**src/rtl/mpu_prog_mem.sv**
```systemverilog
// Byte-wide MPU program memory: four-phase instruction fetch port plus a streaming
// load port that halts the MPU while loading. Optional define: MPU_PMEM_BOUNDS_EN.
module mpu_prog_mem #(
  parameter int DEPTH_LOG2 = 4
) (
  input  logic                  clk,
  input  logic                  rst_n,
  input  logic                  fetch_req,
  input  logic [11:0]           fetch_addr,
  output logic                  fetch_ack,
  output logic [7:0]            fetch_data,
  input  logic                  load_en,
  input  logic                  load_valid,
  input  logic [7:0]            load_data,
  output logic                  load_ready,
  output logic                  halt_req,
  output logic [DEPTH_LOG2:0]   load_cnt
`ifdef MPU_PMEM_BOUNDS_EN
  ,
  output logic                  pmem_err
`endif
);

  localparam int DEPTH = 1 << DEPTH_LOG2;
  localparam logic [DEPTH_LOG2:0]   LP_CNT_MAX = {1'b1, {DEPTH_LOG2{1'b0}}};
  localparam logic [DEPTH_LOG2:0]   LP_CNT_ONE = (DEPTH_LOG2 + 1)'(1'b1);
  localparam logic [DEPTH_LOG2-1:0] LP_PTR_ONE = DEPTH_LOG2'(1'b1);

  typedef enum logic [1:0] {
    S_IDLE  = 2'd0,
    S_LATCH = 2'd1,
    S_ACK   = 2'd2,
    S_LOAD  = 2'd3
  } state_t;

  state_t                r_state;
  logic [DEPTH_LOG2-1:0] r_idx;
  logic                  r_hi;
  logic [DEPTH_LOG2-1:0] r_wptr;
  logic [DEPTH_LOG2:0]   r_cnt;
  logic                  r_ack;
  logic [7:0]            r_data;
  logic                  r_ready;
  logic                  r_halt;
  logic                  r_err;
  logic [7:0]            r_mem [0:DEPTH-1];

  logic                  w_we;
  logic                  w_addr_hi;
  logic [7:0]            w_rd_byte;

`ifdef MPU_PMEM_BOUNDS_EN
  assign w_addr_hi = |fetch_addr[11:DEPTH_LOG2];
`else
  // Upper address bits are deliberately ignored so fetches wrap modulo depth.
  logic w_unused_addr_hi;
  assign w_unused_addr_hi = |fetch_addr[11:DEPTH_LOG2];
  assign w_addr_hi        = 1'b0;
`endif

  // Write strobe: only while loading and not on the exit cycle.
  always_comb begin
    w_we = 1'b0;
    if ((r_state == S_LOAD) && load_en && load_valid) begin
      w_we = 1'b1;
    end else begin
      w_we = 1'b0;
    end
  end

  // Read byte for the captured fetch, blanked for out-of-range addresses.
  always_comb begin
    w_rd_byte = 8'h00;
    if (r_hi) begin
      w_rd_byte = 8'h00;
    end else begin
      w_rd_byte = r_mem[r_idx];
    end
  end

  // Control FSM with registered fetch/load handshake outputs.
  always_ff @(posedge clk or negedge rst_n) begin
    if (!rst_n) begin
      r_state <= S_IDLE;
      r_idx   <= '0;
      r_hi    <= 1'b0;
      r_wptr  <= '0;
      r_cnt   <= '0;
      r_ack   <= 1'b0;
      r_data  <= 8'h00;
      r_ready <= 1'b0;
      r_halt  <= 1'b0;
      r_err   <= 1'b0;
    end else begin
      case (r_state)
        S_IDLE: begin
          r_ack  <= 1'b0;
          r_data <= 8'h00;
          r_err  <= 1'b0;
          if (load_en) begin
            r_state <= S_LOAD;
            r_wptr  <= '0;
            r_cnt   <= '0;
            r_ready <= 1'b1;
            r_halt  <= 1'b1;
          end else if (fetch_req) begin
            r_state <= S_LATCH;
          end else begin
            r_state <= S_IDLE;
          end
        end
        S_LATCH: begin
          r_idx   <= fetch_addr[DEPTH_LOG2-1:0];
          r_hi    <= w_addr_hi;
          r_state <= S_ACK;
        end
        S_ACK: begin
          // The ack tracks fetch_req so it drops on the same edge we leave ACK.
          if (fetch_req) begin
            r_ack   <= 1'b1;
            r_data  <= w_rd_byte;
            r_err   <= r_hi;
            r_state <= S_ACK;
          end else begin
            r_ack   <= 1'b0;
            r_data  <= 8'h00;
            r_err   <= 1'b0;
            r_state <= S_IDLE;
          end
        end
        S_LOAD: begin
          if (!load_en) begin
            r_ready <= 1'b0;
            r_halt  <= 1'b0;
            r_state <= S_IDLE;
          end else if (load_valid) begin
            r_wptr <= r_wptr + LP_PTR_ONE;
            if (r_cnt != LP_CNT_MAX) begin
              r_cnt <= r_cnt + LP_CNT_ONE;
            end else begin
              r_cnt <= r_cnt;
            end
          end else begin
            r_state <= S_LOAD;
          end
        end
        default: begin
          r_state <= S_IDLE;
          r_ack   <= 1'b0;
          r_data  <= 8'h00;
          r_ready <= 1'b0;
          r_halt  <= 1'b0;
          r_err   <= 1'b0;
        end
      endcase
    end
  end

  // Program storage, cleared to zero by reset.
  always_ff @(posedge clk or negedge rst_n) begin
    if (!rst_n) begin
      for (int i = 0; i < DEPTH; i++) begin
        r_mem[i] <= 8'h00;
      end
    end else if (w_we) begin
      r_mem[r_wptr] <= load_data;
    end else begin
      r_mem[r_wptr] <= r_mem[r_wptr];
    end
  end

  assign fetch_ack  = r_ack;
  assign fetch_data = r_data;
  assign load_ready = r_ready;
  assign halt_req   = r_halt;
  assign load_cnt   = r_cnt;

`ifdef MPU_PMEM_BOUNDS_EN
  assign pmem_err = r_err;
`else
  logic w_unused_err;
  assign w_unused_err = r_err;
`endif

endmodule

```
**config.mk**
```make
export PLATFORM = sky130hd
export DESIGN_NAME = mpu_prog_mem
export DESIGN_NICKNAME = d
export VERILOG_FILES = /design/src/rtl/mpu_prog_mem.sv
export SDC_FILE = /design/constraint.sdc
export NUM_CORES = 1
export LEC_CHECK = 0
export CAP_MARGIN = 20
export CORE_MARGIN = 2
export CORE_UTILIZATION = 55
export CTS_BUF_LIST = sky130_fd_sc_hd__clkbuf_2 sky130_fd_sc_hd__clkbuf_4 sky130_fd_sc_hd__clkbuf_8
export DETAILED_ROUTE_END_ITERATION = 7
export GPL_TIMING_DRIVEN = 1
export PLACE_DENSITY = 0.77
export RECOVER_POWER = 25
export REMOVE_ABC_BUFFERS = 1
export SYNTH_ARGS = -nofsm -noshare
export SYNTH_HDL_FRONTEND = slang
export SYNTH_SLANG_ARGS = --single-unit
```
**constraint.sdc**
```tcl
create_clock -name clk -period 1.8 [get_ports clk]
set_input_delay 0.54 -clock clk [delete_from_list [all_inputs] [get_ports clk]]
set_output_delay 0.54 -clock clk [all_outputs]
set_load 0.05 [all_outputs]
```
# Word-level counts from Yosys, hierarchy flattened
# Index checks and enable logic that the tools add are counted.
# classes
addsub	2
n_lt_le_gt_ge	3
n_eq_ne	10
muxes	34
n_bitwise	2
reduce_logical	9
# op_table
cell	count
128-bit bitwise mux	2
128-bit 2-to-1 mux	1
8-bit binary-select mux with 4-bit select	2
8-bit 2-to-1 mux	6
8-bit demux with 4-bit select	1
5-bit 2-to-1 mux	4
8-bit one-hot mux with 2 select lines	1
4-bit 2-to-1 mux	3
5-bit >= comparator, second input constant	2
4-bit inverter with 5-bit output	2
5-bit one-hot mux with 2 select lines	1
2-bit 2-to-1 mux	4
2-bit != test, second input constant	4
2-bit one-hot mux with 4 select lines	1
4-bit one-hot mux with 2 select lines	1
5-bit by 1-bit adder with 5-bit output, second input constant	1
5-bit by 1-bit less-than comparator with 1-bit output, second input constant	1
1-bit 2-to-1 mux	5
5-bit != test, second input constant	1
5-bit AND reduction	1
4-bit by 1-bit adder with 4-bit output, second input constant	1
2-bit equality test, second input constant	2
1-bit one-hot mux with 2 select lines	2
4-bit AND reduction	1
other kinds (7)	10
# totals
reg_bits	153
inputBits	25
output_inout_bits	16
word_cells	83

# Longest topological paths before layout
# logic_depth
depth_word	7
ltp_mapped	10
ltp_nobuf	6

# Worst setup path after synthesis
# No wires, ideal clock.
# synth_path
path_kind	register to register
startpoint	reg r_wptr[1]
endpoint	reg r_mem[84] (netlist bit)
setup_time_ns	0.083
arrival_ns	1.846
required_ns	1.717
slack_ns	-0.129
stages_incl_launch_ff	11
path_buffers	5
period_less_slack_ns	1.929
path_cell_list	dfrtp_1 -> buf_6 -> buf_6 -> buf_6 -> inv_1 -> ha_1 -> clkbuf_1 -> and2_0 -> buf_2 -> nor2_1 -> a31oi_1
# synth_between
elab_chain_len	7
# synth_rtl
item	line	rtl
start, declared	39	logic [DEPTH_LOG2-1:0] r_wptr;
start signal, assigned	137	r_wptr <= r_wptr + LP_PTR_ONE;
4-bit inverter with 5-bit output (implied by the code) *	166, 168	
5-bit >= comparator (implied by the code) or 5-bit by 1-bit less-than comparator with 1-bit output (tied branches)	166, 168	
1-bit logical AND (implied by the code)	166, 168	
8-bit 2-to-1 mux (implied by the code)	166, 168	
8-bit demux with 4-bit select	166, 168	
128-bit bitwise mux, on equally long branches	168, 166	
128-bit 2-to-1 mux *	165	end else if (w_we) begin
end signal, assigned by index	166	r_mem[r_wptr] <= load_data;
end signal, assigned by index	168	r_mem[r_wptr] <= r_mem[r_wptr];
end, declared	46	logic [7:0] r_mem [0:DEPTH-1];
# Mark *: on every way between the ends. The rest lies on a longest branch, timed or not. The select of a mux whose other input is x is not followed.
# A chain may end at the register's enable or synchronous reset.

# Worst setup path in the final report
# layout_path
startpoint	reg r_wptr[1]
endpoint	reg r_mem[88] (netlist bit)
# The elaborated chain is that of the path after synthesis.

==> results.txt <==
Arr. time, crit path - 2.39 ns
FP Rows - 44
Util after Layout - 74.0%
# diodes - 0
Post-Place Worst Slack - -0.715 ns
Synth warn - 0
Synth area leaders - dfrtp_1 (46%), mux4_2 (8.4%), mux2_2 (5.1%)
Area of the multi-input gates - 4550 sq um
Storage element area - 3830 sq um
Die Y - 127 um
Clock group share of total power - 17.9%
First-pass GRT wire length - 41.6 mm
Failing checks - negative setup slack
Initial drt markers - 806
Syn-to-layout area delta - 30.2%
Final min period - 2.04 ns
Overflow after GRT - 0
Gp weighted congestion - 0.972
Switch share - 39.1%
Mapped Area - 8320 sq um
I/O Buffers - 32
Max_slew headroom - 39.2%
Number of synthesized flops with an enable pin - 0
CP max FO - 8
Max Clk Rate - 490 MHz
Setup-failing EPs final - 131
Fin. Hold Viols - 0
Post-Route WL - 26.7 mm
Peak VDD IR - 0.726 mV
Avg Cell Area, Syn - 10.6 sq um
Vias - 7415
Die Width - 127 um
Status - complete, but fails checks
Worst Hold Slack - 0.504 ns
Ys flop type - dfrtp_1
CTS Sinks - 153
Critical Path Source Type - flop
Starting density of the core - 56.8%
Num CTS Buffers - 17
DR WL/cell - 24.1 um
Final Cycle Share - 113%
FILL cells - 920
Final instance area - 10800 sq um
Fin worst setup slack - -0.243 ns
Met3 wire len - 2.56 mm
Leak - 0.00430 uW
Vias in the first global route - 7524
Met2 routed wirelength - 12.6 mm
Max-slew violations - 0
Io pins - 41
Synth Instances - 784
Power share of the sequential group - 31.6%
Die area - 16100 sq um
Area fraction of the dominant cell type after synthesis - 46.0%
Asr flop ratio synth - 100%
RSZ-0062 raised after global routing - true
Power per cell area - 1330 nW/um^2
CTS tree - built
Hold WC Path Type - reg -> reg
Initial antenna violation count - 0
Sw Pwr - 5620 uW
CTS Buffer Depth - 2
Synth Register Bits - 153
Critical path data required time - 2.15 ns
Internal - 8750 uW
Final routed DRC violation total - 0
Worst Tran Pin Value - 0.911 ns
Crit path capture type - flop
Final nets - 944
Critical path type - reg -> reg
Layout cells sized above 1 - 35.6%
Worst-Skew Late Latency - 0.48 ns
PnR Total Power - 14400 uW
Drt first pass iters - 6
Total core area - 14600 sq um
Largest net degree at the start of global routing - 41
Vias per inst - 6.69
Root Buffer - clkbuf_8
Dpl hpwl - 17.7 mm
Met1 wire length - 10.3 mm
Clock skew - 0.0168 ns
Seq/Total Area, Yosys - 46.0%
Antenna viol nets, final - 0
H-tree levels - 4
Cell Area, Placed - 9670 sq um
Cell taking the most area after synthesis - dfrtp_1
Max layer used - met4
Synth cell types - 53
Max Cap Viol - 0
Clk slew on worst S/H paths - 0.09 ns
Comb pwr share - 50.5%
Total track usage - 34.2%
-- placed cells by master, fill, tap and decap left out, drive strengths merged, types with 2 or more instances in the layout --
master	n
a41oi	4
dlygate4sd3	2
mux2	43
buf	153
nor3b	3
nand2	97
a22oi	29
nor2b	12
clkbuf	23
and4b	2
nor2	69
mux2i	37
clkinv	3
clkdlybuf4s50	13
a31oi	60
a222oi	7
nand4	6
nor3	2
or3	2
and2	13
mux4	31
o2111ai	4
and3b	2
a21o	2
clkinvlp	3
nand2b	2
o2bb2ai	9
o21ai	74
a22o	4
a21oi	16
nand3	9
inv	8
o211ai	2
nand4b	2
and3	6
ha	6
dfrtp	153
-- path summary, 6_finish.rpt --
path                            slack, ns  depth (start not counted)   endpoint      start
max in group asynchronous            0.20                          3   r_idx[0]      rst_n
worst max register to register      -0.24                          6  r_mem[88]  r_wptr[1]
min in group asynchronous            0.74                          2  r_mem[17]      rst_n
worst min register to register       0.50                          2  fetch_ack  fetch_ack
worst min-delay path                 0.50                          2  fetch_ack  fetch_ack
worst max-delay path                -0.24                          6  r_mem[88]  r_wptr[1]
-- layout make-up --
| type | instances | share of cell area [%] |
|---|---|---|
| Multi-Input combinational cell | 564 | 42.0 |
| Clock buffer | 21 | 2.61 |
| Inverter | 6 | 0.208 |
| Tap cell | 184 | 2.12 |
| Sequential cell | 153 | 35.4 |
| Clock inverter | 9 | 0.855 |
| Timing Repair Buffer | 171 | 16.8 |
-- registers in the layout, indices dropped and copies added, names as in the netlist --
| register | flops |
|---|---|
| r_mem | 128 |
| load_cnt | 5 |
| r_wptr | 4 |
| fetch_data | 8 |
| r_state | 2 |
| r_idx | 4 |
| halt_req | 1 |
| fetch_ack | 1 |
-- stage by stage --
step	TNS, ns	instances
2_1_floorplan	-154.47	719
3_3_place_gp	-66.68	1045
3_5_place_dp	-75.04	1045
4_1_cts	-11.81	1100
5_1_grt	-25.72	1108
6_report	-18.51	1108
-- cell families (layout without fill, tap and decap cells) --
logic type                 Yosys count  in the layout  share of synthesized area (%)
adders and majority gates            6              6                          0.902
and+or+nand+nor                    229            229                           12.7
muxes                              111            111                           18.7
AOI/OAI and AO/OA                  213            217                           16.6
DFF                                153            153                           46.0
xor gates and xnor gates             1              1                          0.105
buffers and inverters               71            207                           4.99
-- cell usage after synthesis (2+ instances only) --
cell type and instances:
buf_1 6, o21ai_0 52, mux2i_1 37, inv_1 6, o2111ai_1 4, nand4b_2 2
nor3b_2 2, dfrtp_1 153, nand3_1 9, a22oi_1 29, a31oi_1 60, a222oi_1 7
or3_1 2, o2bb2ai_2 4, clkbuf_1 24, a21oi_1 16, and2_1 9, nand2b_1 2
nor3_1 2, a22o_1 4, ha_1 6, nand4_1 6, and2_0 4, o21ai_1 22
mux2_4 2, nor2b_1 12, mux2_1 3, and3_1 6, buf_6 12, and3b_1 2
nand2_1 97, a41oi_1 4, and4b_1 2, nor2_1 69, buf_2 14, o211ai_1 2
mux2_2 38, buf_4 8, mux4_2 31
-- critical path, cell delays in order, from the launching register on --
cell       delay (ns)
dfrtp_4          0.53
buf_6            0.14
mux2_2           0.26
a222oi_1         0.43
buf_4            0.22
o2bb2ai_4        0.19
a31oi_1          0.14
-- metal layers --
layer / up-vias / GRT usage [%]
li1: 3192 / -
met1: 3707 / 43.5
met2: 418 / 54.0
met3: 98 / 10.1
met4: 0 / 16.7
met5: - / 0
-- power by group through the flow --
stage,combinational (uW),sequential [uW],clock [uW]
2_1_floorplan,2430,5250,0
3_3_place_gp,5850,4590,0
3_5_place_dp,5970,4630,0
4_1_cts,6800,4500,2570
5_1_grt,7620,4590,2740
6_report,7260,4540,2570
-- what timing repair did --
item,CTS,global route
endpoints found under the hold margin,28,0
hold buffers,1,0
pin swaps,73,25
setup buffers,20,7
gates resized for setup,93,43
endpoints found under the setup margin,137,136
gates cloned,4,1
No activity file was read; power rests on OpenSTA's default activity.
